--- config.mk ---
export PLATFORM = sky130hd
export DESIGN_NAME = load_unit_split
export DESIGN_NICKNAME = d
export VERILOG_FILES = /design/src/rtl/load_unit_split.sv
export SDC_FILE = /design/constraint.sdc
export NUM_CORES = 1
export LEC_CHECK = 0
export BUFFER_PORTS_ARGS = -buffer_cell sky130_fd_sc_hd__buf_4
export CORE_AREA = 2 2 152 184
export DETAILED_ROUTE_END_ITERATION = 16
export DIE_AREA = 0 0 154 186
export GPL_TIMING_DRIVEN = 0
export PLACE_DENSITY_LB_ADDON = 0.25
export REMOVE_ABC_BUFFERS = 1
export SLEW_MARGIN = 20
export SYNTH_ARGS = -nofsm -noshare
export SYNTH_HDL_FRONTEND = slang
export SYNTH_SLANG_ARGS = --single-unit
--- constraint.sdc ---
create_clock -name clk -period 2.7 [get_ports clk]
set_clock_uncertainty 0.05 [all_clocks]
set_input_delay 0.54 -clock clk [delete_from_list [all_inputs] [get_ports clk]]
set_output_delay 0.54 -clock clk [all_outputs]
set_load 0.02 [all_outputs]
--- src/rtl/load_unit_split.sv ---
// Load unit between LSU issue and the data-memory port: one or two aligned bus
// reads per load, little-endian byte assembly, sign/zero extension to XLEN.
`timescale 1ns/1ps
module load_unit_split #(
  parameter int unsigned XLEN     = 64,
  parameter int unsigned ADDR_W   = 32,
  parameter bit          SPLIT_EN = 1'b1
) (
  input  logic              clk,
  input  logic              rst,
  input  logic              req_valid,
  output logic              req_ready,
  input  logic [ADDR_W-1:0] req_addr,
  input  logic [3:0]        req_wdt,
  input  logic              req_unsigned,
  output logic              mem_req_valid,
  input  logic              mem_req_ready,
  output logic [ADDR_W-1:0] mem_req_addr,
  input  logic              mem_rsp_valid,
  input  logic [XLEN-1:0]   mem_rdata,
  output logic              res_valid,
  input  logic              res_ready,
  output logic [XLEN-1:0]   res_data,
  output logic              res_err
);

  localparam int unsigned B     = XLEN / 8;
  localparam int unsigned OFF_W = $clog2(B);
  localparam int unsigned WA_W  = ADDR_W - OFF_W;
  localparam int unsigned DW    = 2 * XLEN;

  typedef enum logic [2:0] {
    IDLE = 3'd0,
    REQ0 = 3'd1,
    RSP0 = 3'd2,
    REQ1 = 3'd3,
    RSP1 = 3'd4,
    RESP = 3'd5
  } state_e;

  state_e            state_q, state_d;
  logic [WA_W-1:0]   word_q, word_d;
  logic [OFF_W-1:0]  off_q, off_d;
  logic [3:0]        wdt_q, wdt_d;
  logic              uns_q, uns_d;
  logic              cross_q, cross_d;
  logic [XLEN-1:0]   beat0_q, beat0_d;
  logic              req_ready_q, req_ready_d;
  logic              mem_req_valid_q, mem_req_valid_d;
  logic [ADDR_W-1:0] mem_req_addr_q, mem_req_addr_d;
  logic              res_valid_q, res_valid_d;
  logic [XLEN-1:0]   res_data_q, res_data_d;
  logic              res_err_q, res_err_d;

  logic [OFF_W-1:0]  req_off;
  logic [4:0]        req_n;
  logic [4:0]        req_end;
  logic              req_cross;
  logic              req_onehot;
  logic              req_illegal;

  // Shift the two beats down by the byte offset, then extend the selected width.
  function automatic logic [XLEN-1:0] assemble(
    input logic [XLEN-1:0]  hi,
    input logic [XLEN-1:0]  lo,
    input logic [OFF_W-1:0] off,
    input logic [3:0]       wdt,
    input logic             uns
  );
    logic [DW-1:0]   cat;
    logic [XLEN-1:0] r;
    cat = {hi, lo} >> {off, 3'b000};
    r   = cat[XLEN-1:0];
    case (wdt)
      4'b0001: begin
        if (uns) assemble = XLEN'(r[7:0]);
        else     assemble = XLEN'($signed(r[7:0]));
      end
      4'b0010: begin
        if (uns) assemble = XLEN'(r[15:0]);
        else     assemble = XLEN'($signed(r[15:0]));
      end
      4'b0100: begin
        if (uns) assemble = XLEN'(r[31:0]);
        else     assemble = XLEN'($signed(r[31:0]));
      end
      default: assemble = r;
    endcase
  endfunction

  // Request decode: byte count, boundary crossing and legality.
  always_comb begin
    req_off = req_addr[OFF_W-1:0];
    case (req_wdt)
      4'b0001: req_n = 5'd1;
      4'b0010: req_n = 5'd2;
      4'b0100: req_n = 5'd4;
      4'b1000: req_n = 5'd8;
      default: req_n = 5'd0;
    endcase
    req_end     = 5'(req_off) + req_n;
    req_cross   = (req_end > 5'(B));
    req_onehot  = (req_wdt != 4'd0) && ((req_wdt & (req_wdt - 4'd1)) == 4'd0);
    req_illegal = !req_onehot || ((XLEN == 32) && req_wdt[3]) || (req_cross && !SPLIT_EN);
  end

  // Next-state and registered-output logic.
  always_comb begin
    state_d        = state_q;
    word_d         = word_q;
    off_d          = off_q;
    wdt_d          = wdt_q;
    uns_d          = uns_q;
    cross_d        = cross_q;
    beat0_d        = beat0_q;
    mem_req_addr_d = mem_req_addr_q;
    res_data_d     = res_data_q;
    res_err_d      = res_err_q;

    case (state_q)
      IDLE: begin
        if (req_valid) begin
          word_d  = req_addr[ADDR_W-1:OFF_W];
          off_d   = req_off;
          wdt_d   = req_wdt;
          uns_d   = req_unsigned;
          cross_d = req_cross;
          if (req_illegal) begin
            state_d    = RESP;
            res_err_d  = 1'b1;
            res_data_d = '0;
          end else begin
            state_d        = REQ0;
            res_err_d      = 1'b0;
            mem_req_addr_d = {req_addr[ADDR_W-1:OFF_W], {OFF_W{1'b0}}};
          end
        end
      end
      REQ0: begin
        if (mem_req_ready) state_d = RSP0;
      end
      RSP0: begin
        if (mem_rsp_valid) begin
          beat0_d = mem_rdata;
          if (cross_q) begin
            state_d        = REQ1;
            mem_req_addr_d = {word_q + WA_W'(1), {OFF_W{1'b0}}};
          end else begin
            state_d    = RESP;
            res_data_d = assemble('0, mem_rdata, off_q, wdt_q, uns_q);
          end
        end
      end
      REQ1: begin
        if (mem_req_ready) state_d = RSP1;
      end
      RSP1: begin
        if (mem_rsp_valid) begin
          state_d    = RESP;
          res_data_d = assemble(mem_rdata, beat0_q, off_q, wdt_q, uns_q);
        end
      end
      RESP: begin
        if (res_ready) state_d = IDLE;
      end
      default: state_d = IDLE;
    endcase

    req_ready_d     = (state_d == IDLE);
    mem_req_valid_d = (state_d == REQ0) || (state_d == REQ1);
    res_valid_d     = (state_d == RESP);
  end

  always_ff @(posedge clk) begin
    if (rst) begin
      state_q         <= IDLE;
      word_q          <= '0;
      off_q           <= '0;
      wdt_q           <= '0;
      uns_q           <= 1'b0;
      cross_q         <= 1'b0;
      beat0_q         <= '0;
      req_ready_q     <= 1'b1;
      mem_req_valid_q <= 1'b0;
      mem_req_addr_q  <= '0;
      res_valid_q     <= 1'b0;
      res_data_q      <= '0;
      res_err_q       <= 1'b0;
    end else begin
      state_q         <= state_d;
      word_q          <= word_d;
      off_q           <= off_d;
      wdt_q           <= wdt_d;
      uns_q           <= uns_d;
      cross_q         <= cross_d;
      beat0_q         <= beat0_d;
      req_ready_q     <= req_ready_d;
      mem_req_valid_q <= mem_req_valid_d;
      mem_req_addr_q  <= mem_req_addr_d;
      res_valid_q     <= res_valid_d;
      res_data_q      <= res_data_d;
      res_err_q       <= res_err_d;
    end
  end

  assign req_ready     = req_ready_q;
  assign mem_req_valid = mem_req_valid_q;
  assign mem_req_addr  = mem_req_addr_q;
  assign res_valid     = res_valid_q;
  assign res_data      = res_data_q;
  assign res_err       = res_err_q;

endmodule

; Word level (Yosys, flattened, before mapping)
; Cells that the tools add are included.
; W data, S select, Z words.
[classes]
addsub = 3
n_mul = 0
n_div = 0
order_cmp = 1
n_eq_ne = 22
shift = 2
mux = 30
bitwise_logic = 1
reduce_logical = 12
[op_table]
columns = operator, count
row1 = $mux W64, 11
row2 = $pmux W64 S3, 3
row3 = $mux W32, 4
row4 = $shr A128 B6 Y64, 1
row5 = $pmux W32 S2, 1
row6 = $shr A64 B6 Y64, 1
row7 = $add A29 B1 Y29 const B, 1
row8 = $mux W3, 8
row9 = $pmux W3 S6, 1
row10 = $pmux W4 S4, 1
row11 = $ne A2 B2 Y1 const B, 7
row12 = $eq A3 B2 Y1 const B, 3
row13 = $eq A3 B3 Y1 const B, 3
row14 = $eq A4 B1 Y1 const B, 2
row15 = $eq A4 B2 Y1 const B, 2
row16 = $eq A4 B3 Y1 const B, 2
row17 = $eq A3 B1 Y1 const B, 2
row18 = $logic_not A3 Y1, 2
row19 = $reduce_and A6 Y1, 1
row20 = $add A3 B5 Y5, 1
row21 = $gt A5 B4 Y1 const B, 1
row22 = $reduce_and A5 Y1, 1
row23 = $and A4 B4 Y4, 1
row24 = $eq A4 B4 Y1 const B, 1
row25 = other kinds (9), 10
[totals]
regBits = 205
latchBits = 0
ram_bits = 0
rom_bits = 0
in_bits = 107
wordCells = 84
mem_count = 0

; Depth between registers and ports, before layout
[depth]
word_depth = 9
mapped_depth = 11
depth_no_buf = 9

; Worst setup path before layout
; OpenSTA, ideal clock, no wires.
[synth_timing]
path_kind = in2reg
start = in req_wdt[2]
end = reg cross_q
arrival_time_ns = 2.477
t_required_ns = 2.518
slack_ns = 0.040
stages = 8
n_path_buf = 1
path_cell_list = buf_2 -> or4b_2 -> fa_1 -> nand2b_1 -> o311ai_0 -> o31ai_1 -> o311ai_0 -> a21oi_1
[synth_between]
elab_chain_len = 4
word_cells_on_any_way = 7
classes_between = add/sub (1) / order compare (1) / eq/ne (4) / mux (1)
[synth_lines]
columns = item, line
row1 = "start, declared", 14  ; input logic [3:0] req_wdt,
row2 = $eq A4 B4 Y1 (tied with other cells), 94  ; case (req_wdt)
row3 = $pmux W4 S4 (*), 94
row4 = $add A3 B5 Y5 (*), 101  ; req_end = 5'(req_off) + req_n;
row5 = $gt A5 B4 Y1 (*), 102  ; req_cross = (req_end > 5'(B));
row6 = "end signal, assigned", 195  ; cross_q <= cross_d;
row7 = "end, declared", 46  ; logic cross_q, cross_d;
; Mark *: on every way between the ends. The rest lies on a longest branch, timed or not.
; A chain may end at the register's enable or synchronous reset.

; Final worst setup path
[layout_timing]
start = reg off_q[2]
end = reg res_data_q[40] (netlist: res_data[40])
[layout_between]
elab_chain_len = 6
word_cells_on_any_way = 14
classes_between = shift (2) / mux (12)
[layout_lines]
columns = item, line
row1 = "start, declared", 43  ; logic [OFF_W-1:0] off_q, off_d;
row2 = "start signal, assigned", 178  ; off_q <= '0;
row3 = "start signal, assigned", 192  ; off_q <= off_d;
row4 = $shr A64 B6 Y64, 72  ; cat = {hi, lo} >> {off, 3'b000};
row5 = $mux W64 (on tied branches), "84, 76, 80"
row6 = $pmux W64 S3, 74  ; case (wdt)
row7 = $mux W64, 145  ; if (cross_q) begin
row8 = $mux W64, 143  ; if (mem_rsp_valid) begin
row9 = $pmux W64 S3 (*), 120  ; case (state_q)
row10 = "end signal, assigned", 201  ; res_data_q <= res_data_d;
row11 = "end, declared", 52  ; logic [XLEN-1:0] res_data_q, res_data_d;
; Mark *: on every way between the ends. The rest lies on a longest branch, timed or not. The select of a mux whose other input is x is not followed.

==> run_results.csv <==
group,metric,value,unit
outcome,status,"complete, no violations",
global_route,grt_use_met3,0.05821,
layout,fillers,2369,
timing,finalCriticalPeriod,2671,ps
layout,layout-area-overhead-vs-synth,24.39,%
yosys,ys_warn_count,0,
timing,final.period_utilization,0.9894,
global_route,grt-ovfl-total,0,
placed_design,gp_congestion,0.9100,
global_route,grt_usage,0.2908,
layout,diodes,0,
critical_path,cp_max_fo,37,
timing,setup_viol,0,
placed_design,dp_hpwl,27770,µm
cts,path_clk_slew,60,ps
floorplanning,ios,207,
power,power_density,621.0,nW/µm²
detailed_routing,post-route-drc-count,0,
floorplanning,core.rowCount,66,
yosys,ys_ff_latch,202,
global_route,met1_usage,0.3572,
detailed_routing,route.detailed.wl_per_inst,20.78,µm
global_route,grt_busiest_layer,"met2",
timing,slew_headroom,0.3957,
placed_design,port_buffers,203,
yosys,synth_edf_count,0,
detailed_routing,num_vias,13286,
flow_run,cap_violations,0,
cts,cts_buffers,23,
timing,hold_viol,0,
layout,drive_above_1_share,0.2613,
detailed_routing,ant_nets,0,
floorplanning,die-area,28640,µm²
detailed_routing,dr.pass1.iters,5,
cts,clockBufferDepth,3,
detailed_routing,wirelength,43800,µm
cts,cts_tree,"yes",
critical_path,start_kind,"flip-flop",
critical_path,end_kind,"flip-flop",
placed_design,postPlaceCellArea,15200,µm²
layout,fin_cells,2108,
global_route,grtUsageMet2,0.5004,
yosys,synth_ff_type,"dfxtp_1",
yosys,async_flop_share,0,
yosys,synth_cell_type_count,74,
cts,cts-htree-levels,1,
cts,cts-root-buf,"clkbuf_16",
floorplanning,initial_core_util,0.4926,
global_route,grt_start_max_net_pins,102,
cts,cts_hold_buf,0,
power,vdd_ir_drop_max,0.0004836,V
power,p_leak,0.006114,µW
timing,slew_violations,0,
yosys,synthCells,1612,
timing,tightest_slew,906.5,ps
yosys,syn-cell-area,13220,µm²
cts,clock_latency,520,ps
global_route,antenna_found_initial,0,
yosys,yosysSeqAreaShare,0.3059,
layout,multi_input_area,8643,µm²
critical_path,critical_path_required,3020,ps
global_route,grt_pass1_wl,66740,µm
critical_path,crit_arrival,2990,ps
placed_design,place_inst,2035,
cts,clock-sinks,202,
detailed_routing,drt_iter0_drc,1102,
global_route,grt_pass1_vias,12436,
floorplanning,die_x,154,µm
timing,tns,0,ps
layout,regArea,4055,µm²
yosys,avgSynthCellArea,8.201,µm²
floorplanning,coreArea,26840,µm²
detailed_routing,vias_per_cell,6.303,
critical_path,worstSetupPathType,"reg2reg",
layout,fin_nets,1865,
timing,max_freq,374.3,MHz
floorplanning,fp.dieH,186,µm
layout,final_area,16440,µm²
min_path,hp-class,"in2reg",
[metrics by stage]
step	power, µW	hold WS, ps	utilization	setup WS [ps]
after floorplan	5575	377.4	-	-4228
after global placement	6753	389.6	0.5390	-6700
after detailed placement	6872	394.5	0.5665	-1000
after CTS	10130	212.0	0.6051	-4.601
after global routing	10660	232.3	0.6127	-19.08
final	10210	226.2	0.6127	28.62
[layout make-up]
cell class              count  area share
multi-input cells        1252      0.5256
well taps                 340     0.02587
clock buffers              36     0.04223
repair buffers            266      0.1542
clock inverters             4    0.003120
flip-flops and latches    202      0.2466
inverters                   8    0.002359
[cell families (layout without fill, tap and decap cells)]
group | after synthesis | count (layout) | synth area share
AO/OA/AOI/OAI | 385 | 385 | 0.1953
AND/OR/NAND/NOR | 686 | 687 | 0.2250
multiplexers | 149 | 149 | 0.1970
flip-flops | 202 | 202 | 0.3059
adder cells (fa/ha/maj) | 5 | 5 | 0.005300
other | 1 | 3 | 0.0002837
buffers and inverters | 161 | 314 | 0.05603
XOR/XNOR | 23 | 23 | 0.01524
[worst paths after layout]
path | depth (start not counted) | slack [ps] | end | start
worst min register to register | 2 | 400 | beat0_q[0]$_SDFFE_PP0P_ | beat0_q[0]$_SDFFE_PP0P_
worst min-delay path | 3 | 230 | word_q[10]$_SDFFE_PP0P_ | req_addr[13]
worst max-delay path | 9 | 30 | res_data[40]$_SDFFE_PP0P_ | off_q[2]$_SDFFE_PP0P_
worst max register to register | 9 | 30 | res_data[40]$_SDFFE_PP0P_ | off_q[2]$_SDFFE_PP0P_
[what timing repair did]
item                                    in CTS  in global routing
gates resized for setup                      8                 13
pin swaps                                    7                  7
gates cloned                                 3                  2
setup buffers                               16                 12
endpoints found under the setup margin      63                 52
[state kept, by name (all words and copies together), names as in the netlist, 3 cells and up]
signal and count:
wdt_q 4, mem_req_addr 29, state_q 3, beat0_q 64, off_q 3, res_data 64
word_q 29
[power breakdown]
| group | internal [µW] | switching [µW] | total [µW] |
|---|---|---|---|
| Combinational | 1510 | 2070 | 3580 |
| Sequential | 3260 | 231 | 3490 |
| Clock | 1850 | 1300 | 3150 |
| Total | 6620 | 3600 | 10200 |
[routing by layer]
| layer | vias to the layer above | share of wire |
|---|---|---|
| li1 | 6125 | - |
| met1 | 6288 | 0.38 |
| met2 | 740 | 0.48 |
| met3 | 133 | 0.095 |
| met4 | 0 | 0.040 |
| met5 | - | 0 |
[worst max-delay path, cell delays in order (launching register included)]
cell	delay, ps
dfxtp_4	420
buf_12	210
inv_6	130
buf_16	210
a32o_1	300
a211oi_2	320
a31oi_4	190
buf_4	220
a221oi_2	330
nor3_1	90
[placed cells by master, fill, tap and decap left out, drive strengths merged, types with 6 or more instances in the layout]
master | Yosys | final
nor4b | 6 | 6
or3 | 9 | 9
a22oi | 12 | 12
a31oi | 11 | 11
o21ai | 65 | 65
a211o | 7 | 7
and3 | 7 | 7
mux4 | 88 | 88
inv | 8 | 7
mux2 | 10 | 10
and2 | 15 | 15
mux2i | 51 | 51
xnor2 | 7 | 7
nor3 | 40 | 40
nor2 | 108 | 108
a221oi | 40 | 40
a211oi | 10 | 10
nand2b | 9 | 9
nand3 | 44 | 44
buf | 67 | 262
a21oi | 155 | 155
o211ai | 16 | 16
o2bb2ai | 9 | 9
xor2 | 16 | 16
nand4 | 13 | 13
dfxtp | 202 | 202
clkbuf | 86 | 37
nand2 | 410 | 410
a311oi | 18 | 18
[Yosys cell counts (15+ instances only)]
| master | count | area, µm² |
|---|---|---|
| o21ai_0 | 62 | 310.3 |
| o211ai_1 | 16 | 120.1 |
| and2_1 | 15 | 93.84 |
| a221oi_2 | 16 | 240.2 |
| nor3_1 | 39 | 195.2 |
| mux2i_1 | 51 | 510.5 |
| a21oi_1 | 155 | 775.7 |
| nand3_1 | 44 | 220.2 |
| buf_1 | 19 | 71.32 |
| a221oi_1 | 24 | 210.2 |
| a311oi_1 | 18 | 157.7 |
| nand2_1 | 410 | 1539 |
| buf_2 | 28 | 140.1 |
| nor2_1 | 107 | 401.6 |
| mux4_2 | 88 | 1982 |
| xor2_1 | 16 | 140.1 |
| dfxtp_1 | 202 | 4044 |
| clkbuf_1 | 86 | 322.8 |
(Power assumes the default switching activity.)
